## src/rtl/sort_pkg.sv

```systemverilog
// rtl/sort_pkg.sv - shared FSM state and sort phase types for the sort engine
package sort_pkg;

  typedef enum logic [1:0] {
    IDLE  = 2'd0,
    LOAD  = 2'd1,
    SORT  = 2'd2,
    DRAIN = 2'd3
  } state_t;

  typedef enum logic {
    EVEN = 1'b0,
    ODD  = 1'b1
  } phase_t;

endpackage

```

## src/rtl/sort_cmp_swap.sv

```systemverilog
// rtl/sort_cmp_swap.sv - single compare-exchange cell for one adjacent pair
module sort_cmp_swap #(
  parameter int DATA_W = 32,
  parameter int SIGNED = 0
) (
  input  logic [DATA_W-1:0] a,
  input  logic [DATA_W-1:0] b,
  input  logic              desc,
  output logic [DATA_W-1:0] lo_out,
  output logic [DATA_W-1:0] hi_out,
  output logic              swapped
);

  logic a_gt_b;
  logic b_gt_a;

  // Strict compares only, so equal keys never move and order stays stable.
  generate
    if (SIGNED != 0) begin : g_signed
      assign a_gt_b = $signed(a) > $signed(b);
      assign b_gt_a = $signed(b) > $signed(a);
    end else begin : g_unsigned
      assign a_gt_b = a > b;
      assign b_gt_a = b > a;
    end
  endgenerate

  // lo_out lands on the lower index, hi_out on the higher index.
  assign swapped = desc ? b_gt_a : a_gt_b;
  assign lo_out  = swapped ? b : a;
  assign hi_out  = swapped ? a : b;

endmodule

```

## src/rtl/sort_engine_param.sv

```systemverilog
// rtl/sort_engine_param.sv - odd-even transposition sort engine with load and drain streams
module sort_engine_param
  import sort_pkg::*;
#(
  parameter  int DATA_W = 32,
  parameter  int DEPTH  = 16,
  parameter  int SIGNED = 0,
  localparam int CNT_W  = $clog2(DEPTH + 1)
) (
  input  logic              clk,
  input  logic              reset,
  input  logic              start,
  input  logic [CNT_W-1:0]  cfg_len,
  input  logic              cfg_desc,
  input  logic              in_valid,
  output logic              in_ready,
  input  logic [DATA_W-1:0] in_data,
  output logic              out_valid,
  input  logic              out_ready,
  output logic [DATA_W-1:0] out_data,
  output logic              out_last,
  output logic              busy,
  output logic              err_len
);

  localparam int ADDR_W = $clog2(DEPTH);
  localparam int NPAIR  = DEPTH - 1;
  localparam logic [CNT_W-1:0] DEPTH_L = CNT_W'(DEPTH);
  localparam logic [CNT_W-1:0] ONE     = CNT_W'(1);

  state_t            state;
  phase_t            phase;
  logic [CNT_W-1:0]  len_q;
  logic [CNT_W-1:0]  widx;
  logic [CNT_W-1:0]  ridx;
  logic [CNT_W-1:0]  phase_cnt;
  logic              desc_q;
  logic              prev_zero;

  logic [DATA_W-1:0] mem      [DEPTH];
  logic [DATA_W-1:0] mem_next [DEPTH];
  logic [DATA_W-1:0] lo       [NPAIR];
  logic [DATA_W-1:0] hi       [NPAIR];
  logic [NPAIR-1:0]  swp;
  logic [NPAIR-1:0]  active;

  logic              any_swap;
  logic              sort_done;
  logic              len_ok;
  logic [ADDR_W-1:0] widx_a;
  logic [ADDR_W-1:0] ridx_a;

  assign widx_a    = widx[ADDR_W-1:0];
  assign ridx_a    = ridx[ADDR_W-1:0];
  assign len_ok    = (cfg_len != '0) && (cfg_len <= DEPTH_L);
  assign any_swap  = |(swp & active);
  // Odd-even transposition is complete after len phases; two quiet phases in
  // a row (one even, one odd) also prove every adjacent pair is in order.
  assign sort_done = ((phase_cnt + ONE) == len_q) || (!any_swap && prev_zero);
  assign out_data  = out_valid ? mem[ridx_a] : '0;

  // One compare-exchange cell per adjacent pair; the phase picks which half is live.
  generate
    for (genvar i = 0; i < NPAIR; i++) begin : g_pair
      localparam logic [CNT_W-1:0] RIGHT    = CNT_W'(i + 1);
      localparam bit               ODD_PAIR = (i % 2) == 1;

      sort_cmp_swap #(
        .DATA_W (DATA_W),
        .SIGNED (SIGNED)
      ) u_cmp_swap (
        .a       (mem[i]),
        .b       (mem[i+1]),
        .desc    (desc_q),
        .lo_out  (lo[i]),
        .hi_out  (hi[i]),
        .swapped (swp[i])
      );

      assign active[i] = (state == SORT) && (ODD_PAIR == (phase == ODD)) && (RIGHT < len_q);
    end

    // Live pairs in one phase never overlap, so each slot has at most one source.
    for (genvar k = 0; k < DEPTH; k++) begin : g_elem
      if (k == 0) begin : g_first
        assign mem_next[k] = active[0] ? lo[0] : mem[0];
      end else if (k == DEPTH - 1) begin : g_final
        assign mem_next[k] = active[k-1] ? hi[k-1] : mem[k];
      end else begin : g_mid
        assign mem_next[k] = active[k] ? lo[k] : (active[k-1] ? hi[k-1] : mem[k]);
      end
    end
  endgenerate

  // Element storage: written by the load stream, then rewritten every sort phase.
  always_ff @(posedge clk) begin
    if (state == LOAD && in_valid) begin
      mem[widx_a] <= in_data;
    end else if (state == SORT) begin
      for (int k = 0; k < DEPTH; k++) begin
        mem[k] <= mem_next[k];
      end
    end
  end

  // Control FSM with registered handshake and status outputs.
  always_ff @(posedge clk or negedge reset) begin
    if (!reset) begin
      state     <= IDLE;
      phase     <= EVEN;
      len_q     <= '0;
      desc_q    <= 1'b0;
      widx      <= '0;
      ridx      <= '0;
      phase_cnt <= '0;
      prev_zero <= 1'b0;
      in_ready  <= 1'b0;
      out_valid <= 1'b0;
      out_last  <= 1'b0;
      busy      <= 1'b0;
      err_len   <= 1'b0;
    end else begin
      err_len <= 1'b0;
      case (state)
        IDLE: begin
          if (start) begin
            if (len_ok) begin
              len_q    <= cfg_len;
              desc_q   <= cfg_desc;
              widx     <= '0;
              state    <= LOAD;
              in_ready <= 1'b1;
              busy     <= 1'b1;
            end else begin
              err_len <= 1'b1;
            end
          end
        end

        LOAD: begin
          if (in_valid) begin
            widx <= widx + ONE;
            if (widx == (len_q - ONE)) begin
              state     <= SORT;
              in_ready  <= 1'b0;
              phase     <= EVEN;
              phase_cnt <= '0;
              prev_zero <= 1'b0;
            end
          end
        end

        SORT: begin
          phase_cnt <= phase_cnt + ONE;
          phase     <= (phase == EVEN) ? ODD : EVEN;
          prev_zero <= !any_swap;
          if (sort_done) begin
            state     <= DRAIN;
            ridx      <= '0;
            out_valid <= 1'b1;
            out_last  <= (len_q == ONE);
          end
        end

        DRAIN: begin
          if (out_ready) begin
            if (out_last) begin
              state     <= IDLE;
              ridx      <= '0;
              out_valid <= 1'b0;
              out_last  <= 1'b0;
              busy      <= 1'b0;
            end else begin
              ridx     <= ridx + ONE;
              out_last <= ((ridx + ONE) == (len_q - ONE));
            end
          end
        end

        default: state <= IDLE;
      endcase
    end
  end

endmodule

```

## config.mk

```make
export PLATFORM = sky130hd
export DESIGN_NAME = sort_engine_param
export DESIGN_NICKNAME = d
export VERILOG_FILES = /design/src/rtl/sort_pkg.sv /design/src/rtl/sort_cmp_swap.sv /design/src/rtl/sort_engine_param.sv
export SDC_FILE = /design/constraint.sdc
export NUM_CORES = 2
export LEC_CHECK = 0
export BUFFER_PORTS_ARGS = -buffer_cell sky130_fd_sc_hd__buf_2
export CAP_MARGIN = 20
export CORE_MARGIN = 5
export CORE_UTILIZATION = 30
export CTS_CLUSTER_SIZE = 28
export DETAILED_ROUTE_END_ITERATION = 10
export SLEW_MARGIN = 20
export SYNTH_ARGS = -nofsm -noshare
export SYNTH_HDL_FRONTEND = slang
export SYNTH_SLANG_ARGS = --single-unit
```

## constraint.sdc

```tcl
create_clock -name clk -period 7.5 [get_ports clk]
set_clock_uncertainty 0.15 [all_clocks]
set_input_delay 1.5 -clock clk [delete_from_list [all_inputs] [get_ports clk]]
set_output_delay 1.5 -clock clk [all_outputs]
set_load 0.01 [all_outputs]
```

==> summary.md <==
| Metric | Value |
|---|---|
| Outcome | `completed` |
| Distinct cells, synth | `69` |
| H-tree Lvls | `3` |
| Final Cycle Share | `0.750` |
| Syn Area/Cell | `11.6 um^2` |
| CP required | `5850 ps` |
| Pre-Repair DR Iteration Count | `5` |
| Setup Crit Path Kind | `reg -> out` |
| Maximum net fanout on the critical path | `76` |
| Vias | `30900` |
| TNS Setup | `0 ps` |
| DR vias/cell | `5.87` |
| Yosys top cell by area | `edfxtp_1` |
| Routed length per instance | `25.0 um` |
| Max Fclk | `0.178 GHz` |
| Starting Density | `0.302` |
| IO Port Bufs | `79` |
| Hold WS | `369 ps` |
| Max Cap Viol | `0` |
| GRT Residual Overflow | `0` |
| Iteration-0 DRC Markers | `3567` |
| Area delta synth->final | `12.4%` |
| Pleak | `18.4 nW` |
| Xor/xnor cell area share of the yosys netlist | `0.00486` |
| Post-synth ARST share | `0.0554` |
| I/O Pins | `80` |
| Clk buf depth | `3` |
| Worst slew pin tran | `1150 ps` |
| Row Count | `133` |
| GRT Util Overall | `0.182` |
| First-pass GRT wire length | `198000 um` |
| RSZ-0062 raised after global routing | `no` |
| CP Capture Type | `primary output` |
| CTS tree | `built` |
| Min-delay worst type | `reg -> reg` |
| Adder-cell share of the synthesized area | `0.155` |
| Filler Cell Count | `13000` |
| Most common cell after layout, fill and taps aside | `edfxtp_1` |
| Met2 wire length | `57900 um` |
| Pwr Total | `23.4 mW` |
| Final Critical Period | `5630 ps` |
| Post-synth EDFFs | `512` |
| Hpwl dp | `95900 um` |
| Most used DFF post-synth | `edfxtp_1` |
| Post-Syn Instances | `3408` |
| CTS root buffer | `clkbuf_16` |
| Layout cells sized above 1 | `0.148` |
| Hold Violations, Final | `0` |
| Post-Synth Simple-Gate Area | `0.0742` |
| Ys Warns | `0` |
| Total CTS buffers | `67` |
| Multiplexer share of the synthesized area | `0.104` |
| Sinks on Clock Net | `542` |
| Clock transition at the registers of the reported paths | `60 ps` |
| Compound-Gate Fraction of Synth Area | `0.192` |
| Final Max Tran Viols | `0` |
| Skew-Pair Late Insertion Delay | `640 ps` |
| Pwr Density | `524 nW/um^2` |
| Length of routed met3 wiring | `13100 um` |
| Antenna violations before repair | `5` |
| Drt drc | `0` |
| Max Used Layer | `met4` |
| Setup violators final | `0` |
| Core Area | `131000 um^2` |
| GP Congestion | `0.906` |
| Setup Buffers After CTS | `0` |
| Slew HR | `0.231` |
| Top-area cell type share of the netlist area | `0.387` |
| Die W | `374 um` |
| Post-CTS Hold Buffers | `0` |
| Register area share after synthesis | `0.406` |
| Post-synthesis cell area | `39700 um^2` |
| Synthesized net count | `3943` |
| Final WL | `131000 um` |
| Type of origin of the critical path | `flip-flop` |
| Metal-1 WL | `55700 um` |
| Resized cells post-CTS | `0` |
| Flops & latches, synth | `542` |
| Die area | `140000 um^2` |
| Highest-count cells in the layout ignoring fill and taps | `edfxtp_1 (512), ha_1 (491), inv_1 (468)` |
| Main area contributors after synthesis | `edfxtp_1 (39%), ha_1 (16%), a221o_1 (11%), mux4_2 (9.1%), inv_1 (4.4%)` |
| Arrival @ worst endpoint | `3980 ps` |
| Vias in the first global route | `30200` |
| Final Util | `0.339` |
| Post-layout nets | `3983` |
| Post-DRT Antenna Nets | `0` |
| Pin count of the biggest net entering global routing | `77` |
| Largest family of logic cells by synthesized area | `compound AO/OA/AOI/OAI gates` |
| Peak VDD IR | `0.329 mV` |
| Die H | `374 um` |
## worst paths after layout
kind	slack, ps	start	depth (start not counted)	to
max in group asynchronous	5930	reset	1	ridx[0]$_DFFE_PN0P_
hold reg to reg	370	ridx[4]$_DFFE_PN0P_	1	ridx[4]$_DFFE_PN0P_
setup reg to reg	2490	state[0]$_DFFE_PN0P_	11	mem[11][30]$_DFFE_PP_
min in group asynchronous	750	reset	1	len_q[3]$_DFFE_PN0P_
hold / removal	370	ridx[4]$_DFFE_PN0P_	1	ridx[4]$_DFFE_PN0P_
setup / recovery	1870	ridx[1]$_DFFE_PN0P_	5	out_data[12]
## sequential cells by signal (all words and copies together) (netlist names)
register	cells
err_len	1
mem	512
out_valid	1
in_ready	1
len_q	5
desc_q	1
state	2
ridx	5
prev_zero	1
phase_cnt	5
phase	1
busy	1
widx	5
out_last	1
## final cells by class
class                      instances  area, um^2  area share
timing repair buffer             158        1030      0.0231
clock buffer                      82        1800      0.0403
tap                             1755        2200      0.0492
sequential                       542       16100       0.362
inverter                         468        1760      0.0394
antenna                            1        2.50   0.0000561
multi-input combinational       2211       21400       0.480
clock inverter                    35         298     0.00667
## through the flow
stage | cells | instance area, um^2 | setup slack (ps)
4_1_cts | 5251 | 44600 | 1920
3_3_place_gp | 5133 | 42500 | 2560
5_1_grt | 5251 | 44600 | 1770
3_5_place_dp | 5134 | 42500 | 2570
6_report | 5252 | 44600 | 1870
2_1_floorplan | 3408 | 39700 | 2190
## logic make-up (layout without fill, tap and decap cells)
logic type,count (synthesis),in the layout
buffers and inverters,655,743
muxes,208,208
xor gates and xnor gates,22,22
adders and majority gates,492,492
and+or+nand+nor,552,552
AOI/OAI and AO/OA,937,937
other,0,1
DFF,542,542
## layer usage
layer  track usage  up-vias
li1              -    13600
met1         0.253    15500
met2         0.277     1503
met3        0.0428      243
met4        0.0631        0
met5             0        -
## synth_stat cells, drive strengths merged (13+ instances only)
library cell and count:
and4 42, a21o 124, inv 468, a221oi 31, xnor2 13, nor2 79, clkbuf 175, a221o 440
nand4 72, nor3 29, nand3 62, edfxtp 512, o21ai 66, a31oi 14, mux2 42, mux4 160
and2 55, a21oi 189, nor2b 48, o211ai 17, nand2 135, ha 492, dfrtp 30
## worst max-delay path, stage by stage (launching register included)
cell     delay (ps)
dfrtp_4        1160
buf_12          560
mux4_2          570
mux4_2          600
and2_1          210
buf_2           130
## power by group
group | total, mW | internal [mW] | leakage [nW] | switching, mW
clock | 3.24 | 1.84 | 1.03 | 1.40
sequential | 7.73 | 5.53 | 5.16 | 2.20
combinational | 12.4 | 5.20 | 12.2 | 7.21
total | 23.4 | 12.6 | 18.4 | 10.8
No activity file was read; power rests on OpenSTA's default activity.
